File: config.mk
export PLATFORM = sky130hd
export DESIGN_NAME = cen_sequencer_flat
export DESIGN_NICKNAME = d
export VERILOG_FILES = /design/src/rtl/cen_pkg.sv /design/src/rtl/cen_sequencer_if.sv /design/src/rtl/cen_rd_pipe.sv /design/src/rtl/cen_sequencer.sv /design/src/flat_wrapper.sv
export SDC_FILE = /design/constraint.sdc
export NUM_CORES = 1
export LEC_CHECK = 0
export CAP_MARGIN = 20
export CORE_MARGIN = 2
export CORE_UTILIZATION = 55
export DETAILED_ROUTE_END_ITERATION = 8
export GPL_ROUTABILITY_DRIVEN = 1
export PLACE_DENSITY = 0.83
export SETUP_SLACK_MARGIN = 0.15
export SLEW_MARGIN = 20
export SYNTH_ARGS = -nofsm -noshare
export SYNTH_HDL_FRONTEND = slang
export SYNTH_HIERARCHICAL = 1
export SYNTH_SLANG_ARGS = --single-unit
File: constraint.sdc
create_clock -name clk -period 2.87 [get_ports clk]
set_input_delay 0.574 -clock clk [delete_from_list [all_inputs] [get_ports clk]]
set_output_delay 0.574 -clock clk [all_outputs]
set_load 0.01 [all_outputs]
File: src/rtl/cen_pkg.sv
// cen_pkg: shared types for the centering sequencer.
// State encoding and read-latency limits.
package cen_pkg;

  typedef enum logic [2:0] {
    S_IDLE      = 3'd0,
    S_SUM       = 3'd1,
    S_SUM_FLUSH = 3'd2,
    S_DIV       = 3'd3,
    S_SUB       = 3'd4,
    S_SUB_FLUSH = 3'd5,
    S_DONE      = 3'd6
  } state_t;

  localparam int RD_LAT_MAX = 4;
  localparam int FL_W = $clog2(RD_LAT_MAX) + 1;

endpackage

File: src/rtl/cen_sequencer_if.sv
// cen_sequencer_if: control bundle between sequencer and datapath.
// out_ready exists only when CEN_STALL_EN is defined.
interface cen_sequencer_if #(
  parameter int ADDR_W = 10
);

  logic              go;
  logic              busy;
  logic              done;
  logic              mem_rd;
  logic [ADDR_W-1:0] mem_addr;
  logic              acc_clr;
  logic              en_sum;
  logic              div_start;
  logic              div_done;
  logic              en_sub;
  logic              out_valid;
  logic              out_last;
`ifdef CEN_STALL_EN
  logic              out_ready;
`endif

  modport master (
`ifdef CEN_STALL_EN
    input  out_ready,
`endif
    input  go,
    input  div_done,
    output busy,
    output done,
    output mem_rd,
    output mem_addr,
    output acc_clr,
    output en_sum,
    output div_start,
    output en_sub,
    output out_valid,
    output out_last
  );

  modport slave (
`ifdef CEN_STALL_EN
    output out_ready,
`endif
    output go,
    output div_done,
    input  busy,
    input  done,
    input  mem_rd,
    input  mem_addr,
    input  acc_clr,
    input  en_sum,
    input  div_start,
    input  en_sub,
    input  out_valid,
    input  out_last
  );

endinterface

File: src/rtl/cen_rd_pipe.sv
// cen_rd_pipe: valid delay line matching the sample RAM read latency.
// Advances only when enabled; clr_i empties it synchronously.
module cen_rd_pipe #(
  parameter int RD_LAT = 1
) (
  input  logic clk,
  input  logic clr_i,
  input  logic adv_i,
  input  logic vld_i,
  output logic vld_o
);

  logic [RD_LAT-1:0] v_q;
  logic [RD_LAT-1:0] v_d;

  // Shift the read strobe one stage toward the output
  always_comb begin
    v_d = v_q;
    v_d[0] = vld_i;
    for (int i = 1; i < RD_LAT; i++) begin
      v_d[i] = v_q[i-1];
    end
  end

  // Hold contents while stalled, empty on clear
  always_ff @(posedge clk) begin
    if (clr_i) begin
      v_q <= '0;
    end else if (adv_i) begin
      v_q <= v_d;
    end
  end

  assign vld_o = v_q[RD_LAT-1];

endmodule

File: src/rtl/cen_sequencer.sv
// cen_sequencer: single-clock enable sequencer for the centering datapath.
// Build option CEN_STALL_EN adds out_ready backpressure on the subtract pass.
module cen_sequencer
  import cen_pkg::*;
#(
  parameter int N_SAMPLES = 1024,
  parameter int ADDR_W    = 10,
  parameter int RD_LAT    = 1
) (
  input logic            clk,
  input logic            rst,
  cen_sequencer_if.master bus
);

  localparam logic [ADDR_W-1:0] LAST_A = ADDR_W'(N_SAMPLES - 1);
  localparam logic [FL_W-1:0]   LAST_F = FL_W'(RD_LAT - 1);

  state_t            state_q;
  logic [ADDR_W-1:0] addr_q;
  logic [FL_W-1:0]   fl_q;
  logic              mem_rd_q;
  logic              acc_clr_q;
  logic              div_start_q;
  logic              done_q;
  logic              busy_q;

  logic pipe_v;
  logic in_sum;
  logic in_sub;
  logic stall;

  assign in_sum = (state_q == S_SUM) ||
                  (state_q == S_SUM_FLUSH);
  assign in_sub = (state_q == S_SUB) ||
                  (state_q == S_SUB_FLUSH);

`ifdef CEN_STALL_EN
  assign stall = in_sub && pipe_v && !bus.out_ready;
`else
  assign stall = 1'b0;
`endif

  cen_rd_pipe #(
    .RD_LAT(RD_LAT)
  ) u_pipe (
    .clk   (clk),
    .clr_i (rst),
    .adv_i (!stall),
    .vld_i (mem_rd_q),
    .vld_o (pipe_v)
  );

  // Frame sequencing FSM; strobes are registered from the next state
  always_ff @(posedge clk) begin
    if (rst) begin
      state_q     <= S_IDLE;
      addr_q      <= '0;
      fl_q        <= '0;
      mem_rd_q    <= 1'b0;
      acc_clr_q   <= 1'b0;
      div_start_q <= 1'b0;
      done_q      <= 1'b0;
      busy_q      <= 1'b0;
    end else begin
      acc_clr_q   <= 1'b0;
      div_start_q <= 1'b0;
      done_q      <= 1'b0;
      unique case (state_q)
        S_IDLE: begin
          if (bus.go) begin
            state_q   <= S_SUM;
            busy_q    <= 1'b1;
            mem_rd_q  <= 1'b1;
            addr_q    <= '0;
            acc_clr_q <= 1'b1;
          end
        end
        S_SUM: begin
          if (addr_q == LAST_A) begin
            state_q  <= S_SUM_FLUSH;
            mem_rd_q <= 1'b0;
            fl_q     <= '0;
          end else begin
            addr_q <= addr_q + ADDR_W'(1);
          end
        end
        S_SUM_FLUSH: begin
          if (fl_q == LAST_F) begin
            state_q     <= S_DIV;
            div_start_q <= 1'b1;
          end else begin
            fl_q <= fl_q + FL_W'(1);
          end
        end
        S_DIV: begin
          if (bus.div_done) begin
            state_q  <= S_SUB;
            mem_rd_q <= 1'b1;
            addr_q   <= '0;
          end
        end
        S_SUB: begin
          if (!stall) begin
            if (addr_q == LAST_A) begin
              state_q  <= S_SUB_FLUSH;
              mem_rd_q <= 1'b0;
              fl_q     <= '0;
            end else begin
              addr_q <= addr_q + ADDR_W'(1);
            end
          end
        end
        S_SUB_FLUSH: begin
          if (!stall) begin
            if (fl_q == LAST_F) begin
              state_q <= S_DONE;
              done_q  <= 1'b1;
            end else begin
              fl_q <= fl_q + FL_W'(1);
            end
          end
        end
        S_DONE: begin
          state_q <= S_IDLE;
          busy_q  <= 1'b0;
        end
        default: begin
          state_q  <= S_IDLE;
          busy_q   <= 1'b0;
          mem_rd_q <= 1'b0;
        end
      endcase
    end
  end

  assign bus.busy      = busy_q;
  assign bus.done      = done_q;
  assign bus.mem_rd    = mem_rd_q;
  assign bus.mem_addr  = addr_q;
  assign bus.acc_clr   = acc_clr_q;
  assign bus.div_start = div_start_q;
  assign bus.en_sum    = in_sum && pipe_v;
  assign bus.en_sub    = in_sub && pipe_v;
  assign bus.out_valid = in_sub && pipe_v;
  assign bus.out_last  = (state_q == S_SUB_FLUSH) &&
                         (fl_q == LAST_F) && pipe_v;

endmodule

File: src/flat_wrapper.sv
// flat-port wrapper written by rule: the top's interface ports become plain ports
module cen_sequencer_flat import cen_pkg::*;
#(
  parameter int N_SAMPLES = 1024,
  parameter int ADDR_W    = 10,
  parameter int RD_LAT    = 1
)
  (clk, rst, bus_go, bus_div_done, bus_busy, bus_done, bus_mem_rd, bus_mem_addr, bus_acc_clr, bus_en_sum, bus_div_start, bus_en_sub, bus_out_valid, bus_out_last);
  cen_sequencer_if #(.ADDR_W(ADDR_W)) bus_i ();
  input logic clk;
  input logic rst;
  input wire logic [$bits(bus_i.go)-1:0] bus_go;
  input wire logic [$bits(bus_i.div_done)-1:0] bus_div_done;
  output wire logic [$bits(bus_i.busy)-1:0] bus_busy;
  output wire logic [$bits(bus_i.done)-1:0] bus_done;
  output wire logic [$bits(bus_i.mem_rd)-1:0] bus_mem_rd;
  output wire logic [$bits(bus_i.mem_addr)-1:0] bus_mem_addr;
  output wire logic [$bits(bus_i.acc_clr)-1:0] bus_acc_clr;
  output wire logic [$bits(bus_i.en_sum)-1:0] bus_en_sum;
  output wire logic [$bits(bus_i.div_start)-1:0] bus_div_start;
  output wire logic [$bits(bus_i.en_sub)-1:0] bus_en_sub;
  output wire logic [$bits(bus_i.out_valid)-1:0] bus_out_valid;
  output wire logic [$bits(bus_i.out_last)-1:0] bus_out_last;
  assign bus_i.go = bus_go;
  assign bus_i.div_done = bus_div_done;
  assign bus_busy = bus_i.busy;
  assign bus_done = bus_i.done;
  assign bus_mem_rd = bus_i.mem_rd;
  assign bus_mem_addr = bus_i.mem_addr;
  assign bus_acc_clr = bus_i.acc_clr;
  assign bus_en_sum = bus_i.en_sum;
  assign bus_div_start = bus_i.div_start;
  assign bus_en_sub = bus_i.en_sub;
  assign bus_out_valid = bus_i.out_valid;
  assign bus_out_last = bus_i.out_last;
  cen_sequencer #(.N_SAMPLES(N_SAMPLES), .ADDR_W(ADDR_W), .RD_LAT(RD_LAT)) u_core (.clk(clk), .rst(rst), .bus(bus_i));
endmodule
Word-level counts from Yosys, hierarchy flattened
Index checks and enable logic that the tools add are counted.
{"block": "totals", "ff_bits": 22, "input_bits": 4}
{"block": "classes", "addsub": 2, "n_eq_ne": 16, "n_mux": 21, "bitwise": 5, "n_reduce_logical": 22}
{"operator": "$mux 10", "count": 3}
{"operator": "$pmux 10 s3", "count": 1}
{"operator": "$mux 3", "count": 8}
{"operator": "$pmux 3 s6", "count": 1}
{"operator": "$ne 2x2->1 const B", "count": 8}
{"operator": "$add 10x1->10 const B", "count": 1}
{"operator": "$eq 10x10->1 const B", "count": 1}
{"operator": "$reduce_or 2->1", "count": 5}
{"operator": "$eq 3x3->1 const B", "count": 3}
{"operator": "$reduce_and 4->1", "count": 2}
{"operator": "$eq 3x2->1 const B", "count": 2}
{"operator": "$logic_not 3->1", "count": 2}
{"operator": "$pmux 3 s2", "count": 1}
{"operator": "$reduce_and 6->1", "count": 1}
{"operator": "$mux 1", "count": 5}
{"operator": "$not 1->1", "count": 5}
{"operator": "$reduce_or 5->1", "count": 1}
{"operator": "$logic_and 1x1->1", "count": 4}
{"operator": "$pmux 1 s4", "count": 1}
{"operator": "$add 3x1->3 const B", "count": 1}
{"operator": "$eq 3x1->1 const B", "count": 1}
{"operator": "$reduce_and 3->1", "count": 1}
{"operator": "$reduce_bool 3->1", "count": 1}
{"operator": "$reduce_or 3->1", "count": 1}
{"operator": "5 further kinds", "count": 6}

Longest topological paths before layout
Gate-level depths: netlist (run 1).
{"block": "logic_depth", "word_depth": 4, "ltp_mapped": 6, "ltp_nobuf": 6}

Cells and area by module
The synthesis (run 1) kept the hierarchy.
{"mod": "cen_sequencer", "instances": 1, "cells_each": 148, "area_per_inst_um2": 1212.4}
{"mod": "cen_rd_pipe", "instances": 1, "cells_each": 3, "area_per_inst_um2": 33.8}

Worst setup path before layout (run 1)
OpenSTA, ideal clock, no wires.
{"block": "synth_timing", "path_type": "flip-flop to output port", "from": "register u_core.state_q[2]", "to": "output bus_out_valid", "t_arrival_ns": 1.249, "required_time_ns": 2.296, "path_slack_ns": 1.047, "path_stages_with_launch": 5, "path_cell_list": "dfxtp_1 clkbuf_1 nor2b_1 and2_1 buf_4"}
{"block": "synth_between", "elab_chain_cells": 3}
{"element": "start, declared", "line": "cen_sequencer.sv:18", "text": "state_t state_q;"}
{"element": "start signal, assigned", "line": "cen_sequencer.sv:56", "text": "state_q <= S_IDLE;"}
{"element": "start signal, assigned", "line": "cen_sequencer.sv:71", "text": "state_q <= S_SUM;"}
{"element": "start signal, assigned", "line": "cen_sequencer.sv:80", "text": "state_q <= S_SUM_FLUSH;"}
{"element": "$eq 3x3->1 (on tied branches)", "line": "cen_sequencer.sv:34, cen_sequencer.sv:35"}
{"element": "$logic_or 1x1->1 *", "line": "cen_sequencer.sv:34", "text": "assign in_sub = (state_q == S_SUB) ||"}
{"element": "$logic_and 1x1->1 *"}
{"element": "end, declared", "line": "flat_wrapper.sv:22", "text": "output wire logic [$bits(bus_i.out_valid)-1:0] bus_out_valid;"}
Mark *: on every way between the ends. The rest lies on a longest branch, timed or not.

Final worst setup path (run 1)
{"block": "layout_timing", "from": "register u_core.state_q[2]", "to": "output bus_out_valid"}
{"block": "layout_between", "elab_chain_cells": 3}
{"element": "$eq 3x3->1 (on tied branches)", "line": "cen_sequencer.sv:34, cen_sequencer.sv:35"}
{"element": "$logic_or 1x1->1 *", "line": "cen_sequencer.sv:34"}
{"element": "$logic_and 1x1->1 *", "line": "cen_sequencer.sv:144", "text": "assign bus.out_valid = in_sub && pipe_v;"}
Marked as above.

==> results_dict.tcl, run 1 <==
set metrics [dict create \
    status "completed" \
    r2r_slack_ps 820 \
    cts_resized 0 \
    synth-seq-cells 22 \
    firstDrtPassIters 4 \
    worst-setup-path-type "reg -> out" \
    syn_area_per_cell_um2 8.25 \
    die_w_um 51.6 \
    endpoint_kind "primary output" \
    leakage_nw 0.522 \
    wl_mm 2.87 \
    htreeDepth 1 \
    path_clk_slew_ps 120 \
    placementRows 17 \
    power.density_mw_per_mm2 645 \
    ir_worst_vdd_v 0.000549 \
    cts_num_sinks 22 \
    dieArea_mm2 0.00266 \
    numCtsBuffers 3 \
    worst_ep_arrival_time_ps 1970 \
    critPathMaxFanout 14 \
    min_period_ps 2540 \
    antenna_cells 0 \
    vias 1204 \
    grt_max_degree 20 \
    grt_usage_pct 23.6 \
    min-delay-start "u_core/state_q[0]" \
    path_cells "nor2b_1 > and2_1 > clkdlybuf4s50_1" \
    cts_setup_buffers 0 \
    wl_per_cell_um 14.4 \
    tightest_slew_ps 520 \
    syn_inst 151 \
    fillers 192 \
    ys.flop_type "dfxtp_1" \
    fmax_mhz 393 \
    ys_seq_area_share_pct 35.3 \
    cpLargestDelayFamily "flip-flops" \
    slew_headroom_pct 65.2 \
    min_to "u_core/bus.div_start" \
    crit_required_ps 2300 \
    crit_path_top_delay_cell "dfxtp_1" \
    final_nets 180 \
    synth_edf_count 0 \
    syn_to_final_growth_pct 21.3 \
    hold_viol 0 \
    setup_viol 0 \
    rsz0062_at_grt "no" \
    cts_hold_buf 0 \
    cts_tree "yes" \
    overflow 0 \
    setup_tns_ps 0 \
    utilization_pct 69.7 \
    antenna_left 0 \
    hold_class "reg -> reg" \
    drt-initial-drc-count 25 \
    worst_setup_path_start_kind "flop" \
    antenna_found_initial 0 \
    r2r-end "u_core/bus.mem_addr[7]" \
    reg2reg_depth 4 \
    gp_congestion 0.788 \
    die_h_um 51.6 \
    coreArea_mm2 0.00217 \
    grt_pass1_wl_mm 4.80 \
    vias_per_cell 6.05 \
    grt_pass1_vias 1105 \
    yosysUniqueCellTypes 44 \
    io-pin-count 23 \
    drv_cap 0 \
    slowest_delay_ps 660 \
    syn_nets 158 \
    drcViolationCount 0 \
    slew_violations 0 \
    skew_ps 1.72 \
    clock_path_buffers 2 \
    root_buffer "clkbuf_4" \
    initial_utilization_pct 57.4 \
    r2r-start "u_core/state_q[2]" \
    clk-insertion-delay-late_ps 300 \
    largest_reg_flops 10 \
    async_reset_ff_share_pct 0 \
    portBuffers 22 \
    synth_area_mm2 0.00125 \
    finalCritPeriodShare_pct 88.7 \
    startpoint "u_core/state_q[2]" \
    ys_warn_count 6 \
    hold_depth 1 \
    cp_num_buf_inv 1 \
    drive_gt1_share_pct 7.02 \
    detailed_place_hpwl_mm 2.09 \
]
worst max-delay path by stage:
stage	to	slack (ps)	depth (start not counted)
floorplan	bus_out_valid	1050	4
global placement	bus_out_last	730	3
detailed placement	bus_out_valid	690	3
CTS	bus_out_valid	340	3
global route	bus_out_valid	210	3
finish	bus_out_valid	330	3
placed cells by master, fill, tap and decap left out, types with 3 or more instances in the layout:
cell type,count
clkdlybuf4s50_1,22
dfxtp_1,22
nor2_1,13
nand2_1,12
a21oi_1,11
nand3_1,7
or3_1,7
o21ai_0,6
and3_1,5
a31oi_1,5
nor3_1,5
inv_1,4
a311oi_1,4
clkbuf_4,3
nor2b_1,3
nand2b_1,3
a211oi_1,3
ha_1,3
buf_4,3
layer usage:
layer / share of wire [%] / GRT usage (%) / vias to the layer above
met5: 0 / 0 / -
met4: 0.59 / 8.77 / 0
met3: 3.8 / 4.02 / 2
met2: 50 / 38.7 / 33
met1: 46 / 31.2 / 562
li1: - / - / 607
Yosys cell counts (2+ instances only):
cell type	n	share of area, %
and3_1	5	2.5
a311oi_1	4	2.8
and4_1	2	1.4
clkbuf_1	4	1.2
nand2_1	12	3.6
ha_1	3	3.0
o21ai_0	6	2.4
buf_1	2	0.60
nand2b_1	3	1.5
nor4_1	2	1.0
a31oi_1	5	2.5
nand4_1	2	1.0
o211ai_1	2	1.2
nand3b_1	2	1.2
or3_1	7	3.5
inv_1	4	1.2
dfxtp_1	22	35
nor2_1	13	3.9
o21ba_2	2	1.6
nand3_1	7	2.8
nor2b_1	3	1.5
nor3_1	5	2.0
a21oi_1	11	4.4
a211oi_1	3	1.8
layout make-up:
type	instances	area (um^2)	area share, %
repair buffers	25	243	16.1
well taps	28	35.0	2.32
multi-input cells	117	756	50.0
flip-flops and latches	22	440	29.1
clock buffers	3	22.5	1.49
inverters	4	15.0	0.993
report_power, final:
part	internal, W	switching, W
Clock	0.0000489	0.0000897
Combinational	0.000190	0.000242
Sequential	0.000348	0.0000562
Total	0.000587	0.000388
cells by family after synthesis:
| group | Yosys count | share of synthesized area [%] |
|---|---|---|
| flip-flops | 22 | 35.3 |
| XOR/XNOR | 2 | 2.01 |
| multiplexers | 1 | 0.803 |
| AND/OR/NAND/NOR | 70 | 31.4 |
| AO/OA/AOI/OAI | 40 | 23.1 |
| adder cells (fa/ha/maj) | 3 | 3.01 |
| buffers and inverters | 12 | 4.02 |
| other | 1 | 0.301 |
stage by stage:
step	power, W	cells	area (um^2)	worst slack [ps]	hold WS (ps)
detailed placement	0.000835	196	1490	693	434
global route	0.00104	199	1510	211	477
CTS	0.000975	199	1510	343	451
finish	0.000975	199	1510	325	453
global placement	0.000825	196	1490	728	426
floorplan	0.000699	151	1250	1050	473
No activity file was read; power rests on OpenSTA's default activity.
==> run 2: changes to the inputs <==
--- a/config.mk
+++ b/config.mk
@@ -10,6 +10,7 @@
 export CORE_UTILIZATION = 55
 export DETAILED_ROUTE_END_ITERATION = 8
 export GPL_ROUTABILITY_DRIVEN = 1
+export MAX_ROUTING_LAYER = met4
 export PLACE_DENSITY = 0.83
 export SETUP_SLACK_MARGIN = 0.15
 export SLEW_MARGIN = 20
==> results_dict.tcl, run 2 (synthesis gave the netlist of run 1 again) <==
set metrics [dict create \
    status "completed" \
    die_h_um 51.6 \
    finalCritPeriodShare_pct 88.6 \
    numCtsBuffers 3 \
    drv_cap 0 \
    tightest_slew_ps 522 \
    grt_max_degree 20 \
    antenna_found_initial 0 \
    setup_viol 0 \
    placementRows 17 \
    cts_setup_buffers 0 \
    final_nets 180 \
    hold_depth 1 \
    antenna_left 0 \
    power.density_mw_per_mm2 646 \
    grt_pass1_wl_mm 4.80 \
    leakage_nw 0.522 \
    portBuffers 22 \
    htreeDepth 1 \
    clk-insertion-delay-late_ps 300 \
    use_met2_pct 38.7 \
    grt_pass1_vias 1106 \
    largest_reg_flops 10 \
    cts_tree "yes" \
    min_period_ps 2540 \
    hold_viol 0 \
    min_to "u_core/bus.div_start" \
    cts_num_sinks 22 \
    cts_resized 0 \
    setup_tns_ps 0 \
    vias 1203 \
    worst_ep_arrival_time_ps 1970 \
    wl_mm 2.89 \
    power_w 0.000977 \
    path_clk_slew_ps 120 \
    dieArea_mm2 0.00266 \
    coreArea_mm2 0.00217 \
    wl_per_cell_um 14.5 \
    ir_worst_vdd_v 0.000550 \
    vias_per_cell 6.05 \
    clock_path_buffers 2 \
    fmax_mhz 393 \
    antenna_cells 0 \
    r2r-end "u_core/bus.mem_addr[7]" \
    detailed_place_hpwl_mm 2.09 \
    skew_ps 2.04 \
    root_buffer "clkbuf_4" \
    min-delay-start "u_core/state_q[0]" \
    grt.busiest_layer "met2" \
    critPathMaxFanout 14 \
    worst_setup_path_start_kind "flop" \
    reg2reg_depth 4 \
    place_ws_ps 693 \
    gp_congestion 0.800 \
    drive_gt1_share_pct 7.02 \
    grt_use_met3_pct 4.02 \
    cts_hold_buf 0 \
    firstDrtPassIters 4 \
    drcViolationCount 0 \
    most-common-layout-cells "22 x clkdlybuf4s50_1, 22 x dfxtp_1, 13 x nor2_1, 12 x nand2_1, 11 x a21oi_1" \
    r2r-start "u_core/state_q[2]" \
    io-pin-count 23 \
    crit_required_ps 2300 \
    rsz0062_at_grt "no" \
    grt.met1_usage_pct 31.2 \
    worst-setup-path-type "reg -> out" \
    utilization_pct 69.7 \
    slew_headroom_pct 65.0 \
    endpoint_kind "primary output" \
    fillers 192 \
    drt-initial-drc-count 25 \
    initial_utilization_pct 57.4 \
    die_w_um 51.6 \
    grt_usage_pct 24.2 \
    fin_ws_ps 326 \
    syn_to_final_growth_pct 21.3 \
    hold_class "reg -> reg" \
    overflow 0 \
    slew_violations 0 \
    r2r_slack_ps 810 \
]
run 2: cell counts in the layout (fill, tap and decap cells not counted):
Identical to the previous run, type by type.
run 2: worst max-delay path, stage by stage, from the launching register on:
cell and delay [ps]:
dfxtp_1 660, nor2b_1 290, and2_1 180, clkdlybuf4s50_1 540
run 2: through the flow:
step / instances / hold WS, ps / cell area [um^2]
after global placement: 196 / 426 / 1490
after global routing: 199 / 477 / 1510
after floorplan: 151 / 473 / 1250
final: 199 / 453 / 1510
after detailed placement: 196 / 434 / 1490
after CTS: 199 / 451 / 1510
run 2: area by class of cell:
cell class	instances	area (um^2)	area share, %
flip-flops and latches	22	440	29.1
clock buffers	3	22.5	1.49
inverters	4	15.0	0.993
repair buffers	25	243	16.1
multi-input cells	117	756	50.0
well taps	28	35.0	2.32
run 2: how the worst max path moves through the flow:
| stage | endpoint | startpoint | cells after the start |
|---|---|---|---|
| after floorplan | bus_out_valid | u_core/state_q[2] | 4 |
| after global placement | bus_out_last | u_core/state_q[2] | 3 |
| after detailed placement | bus_out_valid | u_core/state_q[2] | 3 |
| after CTS | bus_out_valid | u_core/state_q[2] | 3 |
| after global routing | bus_out_valid | u_core/state_q[2] | 3 |
| final | bus_out_valid | u_core/state_q[2] | 3 |
run 2: metal layers:
layer / vias to the layer above / part of all wire [%]
li1: 610 / -
met1: 552 / 46
met2: 39 / 49
met3: 2 / 4.1
met4: 0 / 0.62
met5: - / 0
run 2: where the power goes:
part / total, W / internal (W) / switching (W)
Combinational: 0.000435 / 0.000190 / 0.000245
Sequential: 0.000404 / 0.000348 / 0.0000560
Clock: 0.000138 / 0.0000489 / 0.0000887
==> run 3: changes to the inputs <==
--- a/config.mk
+++ b/config.mk
@@ -6,7 +6,7 @@
 export NUM_CORES = 1
 export LEC_CHECK = 0
 export CAP_MARGIN = 20
-export CORE_MARGIN = 2
+export CORE_MARGIN = 10
 export CORE_UTILIZATION = 55
 export DETAILED_ROUTE_END_ITERATION = 8
 export GPL_ROUTABILITY_DRIVEN = 1
==> results_dict.tcl, run 3 (synthesis gave the netlist of run 1 again) <==
set metrics [dict create \
    final_nets 179 \
    grt_max_degree 23 \
    utilization_pct 69.3 \
    leakage_nw 0.524 \
    cts_num_sinks 22 \
    path_clk_slew_ps 110 \
    portBuffers 22 \
    crit_required_ps 2300 \
    fillers 184 \
    root_buffer "clkbuf_4" \
    grt_usage_pct 14.9 \
    hold_ws_ps 507 \
    post_dp_cell_area_mm2 0.00148 \
    worst-setup-path-type "reg -> out" \
    clock_path_buffers 2 \
    largest_reg_flops 10 \
    tightest_slew_ps 524 \
    finalCritPeriodShare_pct 88.6 \
    placementRows 17 \
    gp_congestion 0.854 \
    worst_ep_arrival_time_ps 1970 \
    io-pin-count 23 \
    place_ws_ps 585 \
    setup_viol 0 \
    grt_pass1_wl_mm 5.24 \
    drcViolationCount 0 \
    antenna_left 0 \
    drt-initial-drc-count 59 \
    drv_cap 0 \
    cts_setup_buffers 0 \
    combPwrFrac_pct 39.3 \
    endpoint_kind "primary output" \
    firstDrtPassIters 4 \
    coreArea_mm2 0.00219 \
    wl_mm 3.08 \
    switching_share_pct 39.0 \
    power.density_mw_per_mm2 657 \
    min_period_ps 2540 \
    clock_power_share_pct 17.1 \
    die_w_um 67.6 \
    syn_to_final_growth_pct 21.9 \
    antenna_cells 0 \
    seqPwrFrac_pct 43.6 \
    grt_pass1_vias 1170 \
    final_design_area_no_fill_mm2 0.00152 \
    most-common-layout-cells "22 x clkdlybuf4s50_1, 21 x dfxtp_1, 13 x nor2_1, 12 x nand2_1, 11 x a21oi_1" \
    dieArea_mm2 0.00457 \
    skew_ps 5.68 \
    status "completed" \
    rsz0062_at_grt "no" \
    vias_per_cell 6.16 \
    hold_viol 0 \
    slew_violations 0 \
    final_common_cell "clkdlybuf4s50_1" \
    numCtsBuffers 3 \
    htreeDepth 1 \
    slew_headroom_pct 65.0 \
    cts_hold_buf 0 \
    detailed_place_hpwl_mm 2.36 \
    switching_power_w 0.000389 \
    cts_tree "yes" \
    die_h_um 67.6 \
    setup_tns_ps 0 \
    ir_worst_vdd_v 0.000525 \
    drive_gt1_share_pct 7.60 \
    initial_utilization_pct 56.9 \
    critPathMaxFanout 14 \
    vias 1225 \
    fmax_mhz 393 \
    antenna_found_initial 0 \
    wl_per_cell_um 15.5 \
    fin_ws_ps 326 \
    clk-insertion-delay-late_ps 310 \
    cts_resized 0 \
    hold_class "reg -> reg" \
    worst_setup_path_start_kind "flop" \
    internal_power_w 0.000609 \
    overflow 0 \
]
==> run 3: changes by cell type in the layout (fill, tap and decap cells not counted) <==
| cell | change |
|---|---|
| dfxtp_2 | +1 |
| buf_4 | -1 |
| clkbuf_8 | +1 |
| dfxtp_1 | -1 |
==> run 3: path summary, 6_finish.rpt <==
check	startpoint	endpoint	slack, ps	depth (start not counted)
max	u_core/state_q[2]	bus_out_last	330	3
min reg2reg	u_core/bus.busy	u_core/bus.busy	510	2
min	u_core/bus.busy	u_core/bus.busy	510	2
max reg2reg	u_core/state_q[0]	u_core/bus.mem_addr[7]	690	5
==> run 3: area by class of cell <==
cell class              count  area [um^2]  area share (%)
flip-flops and latches     22          442            29.1
multi-input cells         117          756            49.8
inverters                   4         15.0           0.988
repair buffers             24          235            15.5
well taps                  28         35.0            2.31
clock buffers               4         36.3            2.39
==> run 3: metrics by stage <==
| stage | cells | power (W) |
|---|---|---|
| after floorplan | 151 | 0.000699 |
| after global placement | 195 | 0.000813 |
| after detailed placement | 195 | 0.000827 |
| after CTS | 199 | 0.00100 |
| after global routing | 199 | 0.00107 |
| final | 199 | 0.000999 |
==> run 3: worst max-delay path: stages (launching register included) <==
cell,delay [ps]
dfxtp_1,630
and3b_1,320
and3_1,180
clkdlybuf4s50_1,530
==> run 3: per-layer routing <==
| metal | global-route usage (%) | vias to the layer above | routed length, um |
|---|---|---|---|
| met1 | 17.1 | 573 | 1290 |
| met4 | 6.41 | 0 | 60 |
| met5 | - | - | 0 |
| met2 | 24.5 | 37 | 1550 |
| li1 | - | 608 | - |
| met3 | 2.81 | 7 | 184 |
==> run 3: power by group through the flow <==
stage	sequential [W]	combinational [W]	clock, W
6_report	0.000436	0.000392	0.000171
5_1_grt	0.000448	0.000432	0.000187
4_1_cts	0.000433	0.000390	0.000177
3_5_place_dp	0.000440	0.000387	0
3_3_place_gp	0.000436	0.000378	0
2_1_floorplan	0.000399	0.000300	0
